## config.mk

```make
export PLATFORM = sky130hd
export DESIGN_NAME = rr_wgt_arb
export DESIGN_NICKNAME = d
export VERILOG_FILES = /design/src/rtl/rr_arb_pkg.sv /design/src/rtl/rr_prio_sel.sv /design/src/rtl/rr_wgt_arb.sv
export SDC_FILE = /design/constraint.sdc
export NUM_CORES = 1
export LEC_CHECK = 0
export CAP_MARGIN = 20
export CORE_ASPECT_RATIO = 0.7
export CORE_MARGIN = 1
export CORE_UTILIZATION = 40
export DETAILED_ROUTE_END_ITERATION = 7
export PLACE_DENSITY_LB_ADDON = 0.1
export REMOVE_ABC_BUFFERS = 1
export SLEW_MARGIN = 20
export SYNTH_ARGS = -nofsm -noshare
export SYNTH_HDL_FRONTEND = slang
export SYNTH_HIERARCHICAL = 1
export SYNTH_SLANG_ARGS = --single-unit
export TNS_END_PERCENT = 30
```

## constraint.sdc

```tcl
create_clock -name clk_i -period 7 [get_ports clk_i]
set_clock_uncertainty 0.05 [all_clocks]
set_input_delay 1.05 -clock clk_i [delete_from_list [all_inputs] [get_ports clk_i]]
set_output_delay 1.05 -clock clk_i [all_outputs]
set_load 0.01 [all_outputs]
```

## src/rtl/rr_arb_pkg.sv

```systemverilog
// Shared types and helpers for the weighted round-robin arbiter.
package rr_arb_pkg;

  typedef enum logic {
    IDLE  = 1'b0,
    GRANT = 1'b1
  } state_t;

  // Default geometry; IDX_W is the index width that matches DEF_REQCNT.
  localparam int DEF_REQCNT = 16;
  localparam int DEF_WGT_W  = 4;
  localparam int IDX_W      = $clog2(DEF_REQCNT);

  // Increment an index modulo n explicitly, so a non-power-of-2 requester
  // count never relies on natural counter overflow.
  function automatic int wrap_inc(input int idx, input int n);
    return (idx + 1 >= n) ? 0 : idx + 1;
  endfunction

  // A weight of zero still buys one transfer per turn.
  function automatic int wgt_nz(input int w);
    return (w == 0) ? 1 : w;
  endfunction

endpackage

```

## src/rtl/rr_prio_sel.sv

```systemverilog
// Rotating-priority finder. It returns the first set request found when
// searching from ptr upward with wrap-around. The mask index, when enabled,
// hides one requester from the search.
module rr_prio_sel
  import rr_arb_pkg::*;
#(
  parameter int REQCNT = DEF_REQCNT,
  parameter int SEL_W  = $clog2(REQCNT)
) (
  input  logic [REQCNT-1:0] req,
  input  logic [SEL_W-1:0]  ptr,
  input  logic              mask_en,
  input  logic [SEL_W-1:0]  mask,
  output logic [SEL_W-1:0]  sel,
  output logic              sel_val
);

  logic [REQCNT-1:0] req_m;

  // Remove the masked requester from the candidate set.
  assign req_m = req & ~(REQCNT'(mask_en) << mask);

  // Walk the candidates in priority order and keep the first hit.
  // NOTE: combinational logic uses blocking assignments, and every output
  // gets a default before the loop so no latch is inferred.
  always_comb begin
    int k;
    sel     = '0;
    sel_val = 1'b0;
    k       = 0;
    for (int i = 0; i < REQCNT; i++) begin
      k = int'(ptr) + i;
      if (k >= REQCNT) k = k - REQCNT;
      if (!sel_val && req_m[k]) begin
        sel     = SEL_W'(k);
        sel_val = 1'b1;
      end
    end
  end

endmodule

```

## src/rtl/rr_wgt_arb.sv

```systemverilog
// Weighted round-robin arbiter with a grant/acknowledge handshake. Each
// acknowledged transfer consumes one credit of the current owner, and the turn
// passes on when the credits run out or the owner withdraws its request.
module rr_wgt_arb
  import rr_arb_pkg::*;
#(
  parameter int REQCNT = DEF_REQCNT,
  parameter int WGT_W  = DEF_WGT_W
) (
  input  logic                      clk_i,
  input  logic                      rst_i,
  input  logic [REQCNT-1:0]         req_i,
  input  logic                      req_val_i,
  input  logic [REQCNT*WGT_W-1:0]   weight_i,
  input  logic                      mode_i,
  input  logic                      ack_i,
  output logic [$clog2(REQCNT)-1:0] req_num_o,
  output logic                      req_num_val_o,
  output logic [REQCNT-1:0]         gnt_oh_o,
  output logic [WGT_W-1:0]          credit_o
);

  localparam int SEL_W = $clog2(REQCNT);

  state_t            state_q;
  logic [SEL_W-1:0]  ptr_q;
  logic [REQCNT-1:0] ereq;
  logic [SEL_W-1:0]  sel_ptr;
  logic [SEL_W-1:0]  sel;
  logic              sel_val;
  logic              in_grant;
  logic              owner_req;
  logic              turn_end;
  logic              do_grant;
  logic              do_regrant;
  logic              do_release;
  logic              do_dec;

  // Credit loaded at the start of a turn. Mode and weights are looked at here
  // only, so a mid-turn change never truncates the running turn.
  function automatic logic [WGT_W-1:0] reload(
    input logic                    mode,
    input logic [REQCNT*WGT_W-1:0] wgt,
    input logic [SEL_W-1:0]        idx
  );
    if (!mode) return WGT_W'(1);
    return WGT_W'(wgt_nz(int'(wgt[int'(idx)*WGT_W +: WGT_W])));
  endfunction

  assign ereq      = req_val_i ? req_i : '0;
  assign in_grant  = (state_q == GRANT);
  assign owner_req = ereq[req_num_o];

  // While granted, the search already starts past the owner and hides it, so
  // the handover at turn end costs no idle cycle.
  assign sel_ptr = in_grant ? SEL_W'(wrap_inc(int'(req_num_o), REQCNT)) : ptr_q;

  rr_prio_sel #(
    .REQCNT (REQCNT),
    .SEL_W  (SEL_W)
  ) u_prio_sel (
    .req     (ereq),
    .ptr     (sel_ptr),
    .mask_en (in_grant),
    .mask    (req_num_o),
    .sel     (sel),
    .sel_val (sel_val)
  );

  // Turn ends on the last credited ack or when the owner withdraws; without an
  // ack and with the request still held, the grant is frozen.
  assign turn_end = in_grant &&
                    (ack_i ? (credit_o == WGT_W'(1) || !owner_req) : !owner_req);

  assign do_grant   = sel_val && (!in_grant || turn_end);
  assign do_regrant = turn_end && !sel_val && owner_req;
  assign do_release = turn_end && !sel_val && !owner_req;
  assign do_dec     = in_grant && !turn_end && ack_i;

  // Arbitration FSM with registered outputs; the pointer moves past the owner
  // at each turn end.
  // NOTE: sequential state uses non-blocking assignments only, so every flop
  // samples the pre-edge value of every other flop.
  always_ff @(posedge clk_i) begin
    if (rst_i) begin
      state_q       <= IDLE;
      ptr_q         <= '0;
      req_num_o     <= '0;
      req_num_val_o <= 1'b0;
      gnt_oh_o      <= '0;
      credit_o      <= '0;
    end else begin
      if (turn_end) ptr_q <= sel_ptr;
      if (do_grant) begin
        state_q       <= GRANT;
        req_num_o     <= sel;
        req_num_val_o <= 1'b1;
        gnt_oh_o      <= REQCNT'(1) << sel;
        credit_o      <= reload(mode_i, weight_i, sel);
      end else if (do_regrant) begin
        credit_o <= reload(mode_i, weight_i, req_num_o);
      end else if (do_release) begin
        state_q       <= IDLE;
        req_num_val_o <= 1'b0;
        gnt_oh_o      <= '0;
        credit_o      <= '0;
      end else if (do_dec) begin
        credit_o <= credit_o - WGT_W'(1);
      end
    end
  end

endmodule
```

# Word level (Yosys, flattened, before mapping)
# Cells that the tools add are included.
[totals] ff_bits=29 input_bits=85 output_inout_bits=25 word_cells=251
[classes] addsub=33 n_lt_le_gt_ge=34 n_eq_ne=2 n_shift=4 muxes=123 n_bitwise=2 reduce_logical=48
[op_table] op="32-bit by 6-bit less-than comparator with 1-bit output, second input constant" count=16
[op_table] op="32-bit 2-to-1 mux" count=16
[op_table] op="32-bit by 6-bit >= comparator with 1-bit output, second input constant" count=15
[op_table] op="32-bit by 6-bit subtractor with 32-bit output, second input constant" count=15
[op_table] op="64-bit by 7-bit variable part select with 4-bit output" count=2
[op_table] op="4-bit 2-to-1 mux" count=27
[op_table] op="1-bit binary-select mux with 4-bit select" count=17
[op_table] op="16-bit 2-to-1 mux" count=4
[op_table] op="1-bit 2-to-1 mux" count=59
[op_table] op="4-bit by 4-bit adder with 5-bit output, second input constant" count=8
[op_table] op="1-bit logical AND" count=22
[op_table] op="4-bit by 3-bit adder with 5-bit output, second input constant" count=4
[op_table] op="1-bit logical NOT" count=19
[op_table] op="16-bit AND" count=1
[op_table] op="16-bit inverter" count=1
[op_table] op="1-bit by 4-bit left shift with 16-bit output" count=1
[op_table] op="1-bit by 4-bit left shift with 16-bit output, first input constant" count=1
[op_table] op="4-bit by 1-bit adder with 5-bit output, second input constant" count=2
[op_table] op="4-bit by 2-bit adder with 5-bit output, second input constant" count=2
[op_table] op="4-bit logical NOT" count=2
[op_table] op="4-bit by 5-bit subtractor with 6-bit output, second input constant" count=1
[op_table] op="4-bit by 5-bit >= comparator with 1-bit output, second input constant" count=1
[op_table] op="5-bit >= comparator, second input constant" count=1
[op_table] op="4-bit by 5-bit less-than comparator with 1-bit output, second input constant" count=1
[op_table] op="7 further kinds" count=8

# Longest topological paths before layout
# Gate-level depths: netlist (run 1).
[depth] word_depth=64 mapped_depth=29 depth_no_buf=23

# Modules after synthesis
# Netlist (run 1), hierarchy kept.
[modules_own_cells] module="rr_prio_sel" n_inst=1 cells_per_inst=386 area_per_inst_um2=2750.1 seq_area_each_um2=0.0
[modules_own_cells] module="rr_wgt_arb" n_inst=1 cells_per_inst=263 area_per_inst_um2=2641.3 seq_area_each_um2=580.6

# Worst setup path before layout (run 1)
# No wires, ideal clock.
[synth_path] kind="reg-to-reg" start="register req_num_o[0]" end="register credit_o[0]" setup_time_ns=0.116 arrival_time_ns=6.637 required_ns=6.834 path_slack_ns=0.198 stages_incl_launch_ff=26 n_path_buf=6 synth_period_minus_slack_ns=6.802 path_cell_list="dfxtp_1 > buf_2 > buf_1 > a31oi_1 > mux2_2 > buf_2 > inv_1 > buf_1 > ha_1 > xor2_1 > mux4_2 > o22ai_1 > a211o_1 > or3_4 > nor4_4 > nand2_1 > a21o_1 > o211ai_1 > o21bai_1 > buf_1 > clkbuf_1 > mux4_2 > a22o_1 > a221oi_1 > nand4_1 > a31o_1"
[synth_via] elab_cells_between_ends=207 cone_classes="add/sub (32); order compare (17); shift (3); mux (108); bitwise (2); reduce/logical (45)"
[synth_rtl] item="start, declared" line="rr_wgt_arb.sv:17" rtl="output logic [$clog2(REQCNT)-1:0] req_num_o,"
[synth_rtl] item="start signal, assigned" line="rr_wgt_arb.sv:96" rtl="req_num_o <= sel;"
[synth_rtl] item="4-bit by 1-bit adder with 5-bit output (*)" line="rr_arb_pkg.sv:17" rtl="return (idx + 1 >= n) ? 0 : idx + 1;"
[synth_rtl] item="5-bit >= comparator" line="rr_arb_pkg.sv:17"
[synth_rtl] item="4-bit 2-to-1 mux (*)" line="rr_arb_pkg.sv:17"
[synth_rtl] item="4-bit 2-to-1 mux (*)" line="rr_wgt_arb.sv:56" rtl="assign sel_ptr = in_grant ? SEL_W'(wrap_inc(int'(req_num_o), REQCNT)) : ptr_q;"
[synth_rtl] item="via sel_ptr[0]" line="rr_wgt_arb.sv:28" rtl="logic [SEL_W-1:0] sel_ptr;"
[synth_rtl] item="branches (longest 50 deep; another with 32-bit by 6-bit subtractor with 32-bit output)"
[synth_rtl] item="4-bit 2-to-1 mux (*)" line="rr_prio_sel.sv:34" rtl="if (!sel_val && req_m[k]) begin"
[synth_rtl] item="via sel[1]" line="rr_wgt_arb.sv:29" rtl="logic [SEL_W-1:0] sel;"
[synth_rtl] item="64-bit by 7-bit variable part select with 4-bit output (*)" line="rr_wgt_arb.sv:47" rtl="return WGT_W'(wgt_nz(int'(wgt[int'(idx)*WGT_W +: WGT_W])));"
[synth_rtl] item="4-bit logical NOT" line="rr_arb_pkg.sv:22" rtl="return (w == 0) ? 1 : w;"
[synth_rtl] item="4-bit 2-to-1 mux (*)" line="rr_arb_pkg.sv:22"
[synth_rtl] item="4-bit 2-to-1 mux (*)" line="rr_wgt_arb.sv:47"
[synth_rtl] item="4-bit 2-to-1 mux (*)" line="rr_wgt_arb.sv:94" rtl="if (do_grant) begin"
[synth_rtl] item="end signal, assigned" line="rr_wgt_arb.sv:99" rtl="credit_o <= reload(mode_i, weight_i, sel);"
[synth_rtl] item="end signal, assigned" line="rr_wgt_arb.sv:101" rtl="credit_o <= reload(mode_i, weight_i, req_num_o);"
[synth_rtl] item="end signal, assigned" line="rr_wgt_arb.sv:108" rtl="credit_o <= credit_o - WGT_W'(1);"
[synth_rtl] item="end, declared" line="rr_wgt_arb.sv:20" rtl="output logic [WGT_W-1:0] credit_o"
# Mark *: on every way through the listed nets, which the timed path passes. The select of a mux whose other input is x is not followed.
# A chain may end at the register's enable or synchronous reset.

# Worst setup path in the final report (run 1)
[layout_path] start="input req_val_i" end="register credit_o[2]"
[layout_via] elab_cells_between_ends=135 cone_classes="shift (1); mux (89); bitwise (1); reduce/logical (44)"
[layout_rtl] item="start, declared" line="rr_wgt_arb.sv:13" rtl="input logic req_val_i,"
[layout_rtl] item="16-bit 2-to-1 mux (*)" line="rr_wgt_arb.sv:50" rtl="assign ereq = req_val_i ? req_i : '0;"
[layout_rtl] item="via ereq[12]" line="rr_wgt_arb.sv:27" rtl="logic [REQCNT-1:0] ereq;"
[layout_rtl] item="16-bit AND (*)" line="rr_prio_sel.sv:21" rtl="assign req_m = req & ~(REQCNT'(mask_en) << mask);"
[layout_rtl] item="1-bit binary-select mux with 4-bit select" line="rr_prio_sel.sv:34"
[layout_rtl] item="1-bit 2-to-1 mux (implied by the code) (2 in series)" line="rr_prio_sel.sv:34"
[layout_rtl] item="1-bit 2-to-1 mux" line="rr_prio_sel.sv:34"
[layout_rtl] item="1-bit logical NOT" line="rr_prio_sel.sv:34"
[layout_rtl] item="1-bit logical AND" line="rr_prio_sel.sv:34"
[layout_rtl] item="[41 not listed]"
[layout_rtl] item="1-bit logical AND" line="rr_prio_sel.sv:34"
[layout_rtl] item="4-bit 2-to-1 mux (*)" line="rr_prio_sel.sv:34"
[layout_rtl] item="via sel[3]" line="rr_wgt_arb.sv:29"
[layout_rtl] item="64-bit by 7-bit variable part select with 4-bit output (*)" line="rr_wgt_arb.sv:47"
[layout_rtl] item="4-bit logical NOT" line="rr_arb_pkg.sv:22"
[layout_rtl] item="4-bit 2-to-1 mux (*)" line="rr_arb_pkg.sv:22"
[layout_rtl] item="4-bit 2-to-1 mux (*)" line="rr_wgt_arb.sv:47"
[layout_rtl] item="4-bit 2-to-1 mux (*)" line="rr_wgt_arb.sv:94"
# The timed path passes the listed nets; every way through them passes the cells marked *. The select of a mux whose other input is x is not followed.

==> results.tsv, run 1 <==
metric	value	unit
status	complete, no violations	
CP Capture Type	register	
Post-synth EDFFs	0	
GRT Residual Overflow	0	
Worst-Margin Slew	0.932	ns
sequential area share after synthesis	10.8	%
Post-DP HPWL	16600	um
Cells after Synth	649	
Worst Path Max Fanout	20	
# clock sinks	29	
RSZ-0062 raised after global routing	no	
Post-Place Cells	912	
fill count	1246	
Slew Limit Headroom	37.6	%
pre-CTS WS	0.429	ns
Core Util, Final	52.7	%
CP Class	in2reg	
count of pins over their slew limit	0	
max-cap violations	0	
unique cell type count in the Yosys netlist	85	
Port Buffer Count	109	
Core Area	0.0131	mm^2
worst r2r src	req_num_o[0]	
setup violators final	0	
Clk pin slew, worst setup/hold paths	0.05	ns
VDD IR-drop max	0.308	mV
Warnings, synthesis	6	
Post-Route WL	20600	um
Worst Path Arrival	6.58	ns
fin nets	848	
drc violations	0	
DR WL/cell	22.3	um
Leakage	0.00247	uW
final instance area	0.00693	mm^2
Worst setup SP type	primary input	
worst setup margin	0.587	ns
vias in the first global route	5796	
pin count of the biggest net entering global routing	40	
post_cts resized	0	
TritonCTS clock tree	yes	
die area	0.0140	mm^2
top_reg_cell synth	dfxtp_1	
PD cells	650	mW/mm^2
final hold violations	0	
Tightest Hold Check Type	reg2reg	
initial antenna violation count	0	
H-tree levels	2	
Post-Layout Cell Count	920	
CTS Hold Bufs	0	
Vias	6079	
first-iteration detailed-routing DRC count	549	
min Tclk post-route	6.41	ns
Initial DRT Pass Iterations	6	
die width	141	um
worst-case clock buffer depth	2	
placed inst area	0.00679	mm^2
max frequency	0.156	GHz
Ports	110	
# rows	35	
Final Power	4510	uW
Avg Cell Area, Syn	8.31	um^2
beginning of the critical path	req_val_i	
GP Congestion	0.981	
Die Y	99.1	um
Antenna Nets Post-Route	0	
asr flop ratio synth	0	%
Initial Utilization	41.0	%
number of setup buffers added after CTS	0	
WP data required	7.16	ns
Final period util	91.6	%
Ant. Diodes	0	
Tot GR Track Use	30.0	%
first-pass GRT wire length	32600	um
TritonCTS Buffers	5	
Hold Path Origin	gnt_oh_o[7]	
share of cells above drive strength 1	17.1	%
Syn Std Cell Area	0.00539	mm^2
clk root buf	clkbuf_16	
Worst-Skew Late Latency	0.27	ns
Layout area overhead	28.5	%
Via density	6.61	
flop and latch count out of synthesis	29	
## cell type report
cell class,instances,area [um^2],share of cell area [%]
inverters,14,52.6,0.758
flip-flops and latches,29,582,8.40
multi-input cells,558,4560,65.8
repair buffers,145,1390,20.0
well taps,166,208,3.00
clock buffers,5,125,1.81
clock inverters,3,17.5,0.253
## through the flow
| stage | setup TNS, ns | hold WS [ns] |
|---|---|---|
| floorplan | -21.98 | 0.406 |
| global placement | 0 | 0.384 |
| detailed placement | 0 | 0.390 |
| CTS | 0 | 0.397 |
| global route | 0 | 0.402 |
| finish | 0 | 0.394 |
## cells in the mapped netlist, drive strengths merged, types with 6 or more instances
| cell type | number | area, um^2 |
|---|---|---|
| mux4 | 52 | 1170 |
| o22ai | 16 | 100 |
| nand3 | 23 | 125 |
| nand2 | 67 | 251 |
| xor2 | 6 | 52.6 |
| mux2 | 7 | 82.6 |
| a22o | 18 | 158 |
| nand2b | 7 | 43.8 |
| o31ai | 6 | 50.1 |
| xnor2 | 9 | 78.8 |
| a221oi | 6 | 58.8 |
| a22oi | 9 | 67.6 |
| nor3 | 14 | 70.1 |
| o21ai | 38 | 209 |
| ha | 10 | 125 |
| o221ai | 9 | 78.8 |
| nand4 | 6 | 37.5 |
| mux2i | 35 | 350 |
| o211ai | 8 | 60.1 |
| a21oi | 22 | 110 |
| inv | 14 | 52.6 |
| and3 | 6 | 42.5 |
| clkbuf | 25 | 93.8 |
| dfxtp | 29 | 581 |
| nor2b | 7 | 43.8 |
| nor2 | 61 | 229 |
| and2 | 26 | 165 |
| buf | 23 | 121 |
| o21a | 16 | 120 |
## path summary, 6_finish.rpt
kind | end | slack (ns) | cells past startpoint
min reg2reg | gnt_oh_o[7] | 0.39 | 2
min | gnt_oh_o[7] | 0.39 | 2
max reg2reg | credit_o[2] | 0.61 | 18
max | credit_o[2] | 0.59 | 17
## flip-flops by register name, summed over array words and instances, names as in the netlist
register and cells:
req_num_o 4, gnt_oh_o 16, ptr_q 4, credit_o 4, in_grant 1
## worst max-delay path: stages
cell,delay [ns]
clkdlybuf4s50_1,0.70
and2_1,0.33
o21a_1,0.11
mux4_2,0.55
nand2_1,0.13
a21boi_0,0.56
nand3_1,0.20
buf_4,0.20
nor4_4,0.38
nand3_2,0.19
o211ai_1,0.78
buf_4,0.29
and2_1,0.33
a22o_1,0.18
nor2_1,0.06
o31ai_1,0.29
o221a_2,0.24
## power by group
part / leakage (uW) / internal [uW] / switching (uW) / total (uW)
combinational: 0.00216 / 1780 / 2250 / 4030
sequential: 0.000237 / 218 / 53.4 / 271
clock: 0.0000696 / 130 / 74.3 / 204
total: 0.00247 / 2120 / 2380 / 4510
## layer usage
metal  GRT usage [%]  wire length [um]  vias to the layer above
met1            46.6              9790                     2978
li1                -                 -                     2749
met4            4.35               187                        0
met3            5.92              2030                       20
met2            43.0              8540                      332
met5               0                 0                        -
## placed cells by master, fill, tap and decap left out, drive strengths merged, types with 7 or more instances in the layout
| master | instances |
|---|---|
| a21oi | 22 |
| a22o | 18 |
| a22oi | 9 |
| and2 | 26 |
| buf | 36 |
| clkdlybuf4s50 | 109 |
| dfxtp | 29 |
| ha | 10 |
| inv | 14 |
| mux2 | 7 |
| mux2i | 35 |
| mux4 | 52 |
| nand2 | 67 |
| nand2b | 7 |
| nand3 | 23 |
| nor2 | 61 |
| nor2b | 7 |
| nor3 | 14 |
| o211ai | 8 |
| o21a | 16 |
| o21ai | 38 |
| o221ai | 9 |
| o22ai | 16 |
| xnor2 | 9 |
## cells by family after synthesis
group,after synthesis,share of synthesized area (%)
AOI/OAI and AO/OA,197,26.8
buffers and inverters,62,4.97
adders and majority gates,10,2.32
muxes,94,29.8
xor gates and xnor gates,15,2.44
DFF,29,10.8
and+or+nand+nor,242,23.0
No activity file was read; power rests on OpenSTA's default activity.
==> inputs of run 2 (changes only) <==
Settings changed: CTS_CLUSTER_SIZE set to 14, PLACE_DENSITY set to 0.76, PLACE_DENSITY_LB_ADDON 0.1 to unset.
==> run 2 against run 1 <==
Against the previous run: via count hardly changed; sequential power is 3% lower; hold slack worse by 0.0020 ns; non-clock buffer count is 6 lower; cell count is 0.65% lower; fmax is 1.2% lower; die area stayed put; sequential share of layout area hardly changed; first-iteration DRC count is 37% higher; flip-flop and latch count stayed put; critical path type is now reg2reg; largest power group unchanged.
==> results.tsv, run 2 (same netlist as run 1, synthesis figures left out) <==
metric	value	unit
Largest Register	gnt_oh_o	
Ant. Diodes	0	
Slew Limit Headroom	39.5	%
number of setup buffers added after CTS	0	
vias in the first global route	5683	
pre-CTS WS	0.339	ns
die area	0.0140	mm^2
H-tree levels	2	
CP Cell Sequence	o21ai_0 -> a22oi_1 -> a21oi_1 -> xnor2_1 -> nand2_1 -> o311ai_0 -> a2bb2oi_1 -> nand3_1 -> nor2_1 -> a222oi_1 -> o21bai_2 -> buf_4 -> mux4_2 -> mux2i_1 -> nand2_1 -> o21ai_0 -> nand3_1 -> nand4_1 -> a31o_1	
initial antenna violation count	0	
Final Power	4420	uW
# clock sinks	29	
min Tclk post-route	6.49	ns
beginning of the critical path	req_num_o[2]	
RSZ-0062 raised after global routing	no	
Post-Route WL	19600	um
first-pass GRT wire length	31100	um
VDD IR-drop max	0.232	mV
Tot GR Track Use	28.1	%
Worst Path Max Fanout	15	
Port Buffer Count	109	
pin count of the biggest net entering global routing	44	
Vias	6085	
Hold Path Sink	gnt_oh_o[7]	
Final period util	92.7	%
Leakage	0.00245	uW
# rows	35	
Via density	6.66	
Die Y	99.1	um
TritonCTS Buffers	5	
fill count	1237	
die width	141	um
Initial Utilization	41.0	%
drc violations	0	
status	complete, no violations	
CP Capture Type	register	
Clk pin slew, worst setup/hold paths	0.06	ns
max frequency	0.154	GHz
most common cell after layout, fill and taps aside	clkdlybuf4s50_1	
TritonCTS clock tree	yes	
worst-case clock buffer depth	2	
most frequent cells in the layout	clkdlybuf4s50_1, nand2_1, nor2_1, mux4_2, mux2i_1	
max reg flops	16	
Top delay family on crit path	compound AO/OA/AOI/OAI gates	
worst setup margin	0.508	ns
Ports	110	
setup violators final	0	
GRT Residual Overflow	0	
Initial DRT Pass Iterations	6	
Worst-Margin Slew	0.908	ns
post_cts resized	0	
max-cap violations	0	
share of cells above drive strength 1	16.4	%
Worst Path Arrival	6.65	ns
WP data required	7.16	ns
critical path's largest stage delay	0.73	ns
Hold Path Origin	gnt_oh_o[7]	
Worst R2R End	credit_o[0]	
Register-to-Register Path Depth	19	
worst r2r src	req_num_o[2]	
hold path depth	2	
CTS Hold Bufs	0	
Core Area	0.0131	mm^2
fin nets	842	
GP Congestion	0.926	
Antenna Nets Post-Route	0	
Worst-Skew Late Latency	0.28	ns
first-iteration detailed-routing DRC count	752	
Tightest Hold Check Type	reg2reg	
Worst setup SP type	register	
Post-DP HPWL	15600	um
clk root buf	clkbuf_16	
PD cells	639	mW/mm^2
CP Class	reg2reg	
WP buf/inv	1	
CP max stage cell	o21bai_2	
DR WL/cell	21.4	um
final hold violations	0	
count of pins over their slew limit	0	
Layout area overhead	28.2	%
reg-to-reg slack, setup	0.51	ns
-- run 2: changes by cell type in the layout (fill, tap and decap cells not counted) --
cell,previous run,this run
buf_4,34,28
clkinv_2,2,0
bufinv_16,0,1
clkinv_4,0,1
-- run 2: worst max-delay path by stage --
| stage | to | slack (ns) | cells after the start |
|---|---|---|---|
| 6_report | credit_o[0] | 0.51 | 19 |
| 5_1_grt | credit_o[0] | 0.00005 | 19 |
| 4_1_cts | credit_o[0] | 0.58 | 16 |
| 3_5_place_dp | credit_o[0] | 0.34 | 20 |
| 3_3_place_gp | credit_o[0] | 0.47 | 18 |
| 2_1_floorplan | credit_o[3] | -1.84 | 17 |
-- run 2: routing by layer --
layer	vias up	wire length [um]	track usage (%)
li1	2743	-	-
met1	2926	9060	43.1
met5	-	0	0
met2	393	8000	40.2
met3	23	2320	6.64
met4	0	183	3.68
-- run 2: area by class of cell --
type	count	area (um^2)	area share, %
inverters	14	52.6	0.760
clock buffers	5	125	1.81
well taps	166	208	3.00
multi-input cells	558	4560	65.9
flip-flops and latches	29	582	8.42
repair buffers	139	1340	19.4
clock inverters	3	46.3	0.670
-- run 2: worst register-to-register path, stage by stage, from the launching register on --
cell	delay [ns]
dfxtp_1	0.66
o21ai_0	0.18
a22oi_1	0.27
a21oi_1	0.26
xnor2_1	0.67
nand2_1	0.21
o311ai_0	0.49
a2bb2oi_1	0.42
nand3_1	0.30
nor2_1	0.43
a222oi_1	0.16
o21bai_2	0.73
buf_4	0.33
mux4_2	0.52
mux2i_1	0.14
nand2_1	0.06
o21ai_0	0.11
nand3_1	0.14
nand4_1	0.14
a31o_1	0.18
-- run 2: where the power goes --
part / switching, uW / internal (uW) / total, uW / leakage, uW
combinational: 2190 / 1710 / 3900 / 0.00213
clock: 80.7 / 168 / 249 / 0.0000800
sequential: 43.7 / 218 / 262 / 0.000237
-- run 2: metrics by stage --
step	std cells	utilization [%]	TNS (ns)	hold WS, ns	area [um^2]
2_1_floorplan	601	-	-21.98	0.406	5180
3_3_place_gp	904	51.1	0	0.388	6710
3_5_place_dp	904	51.1	0	0.388	6710
4_1_cts	912	52.4	0	0.395	6890
5_1_grt	914	52.6	0	0.406	6910
6_report	914	52.6	0	0.392	6910
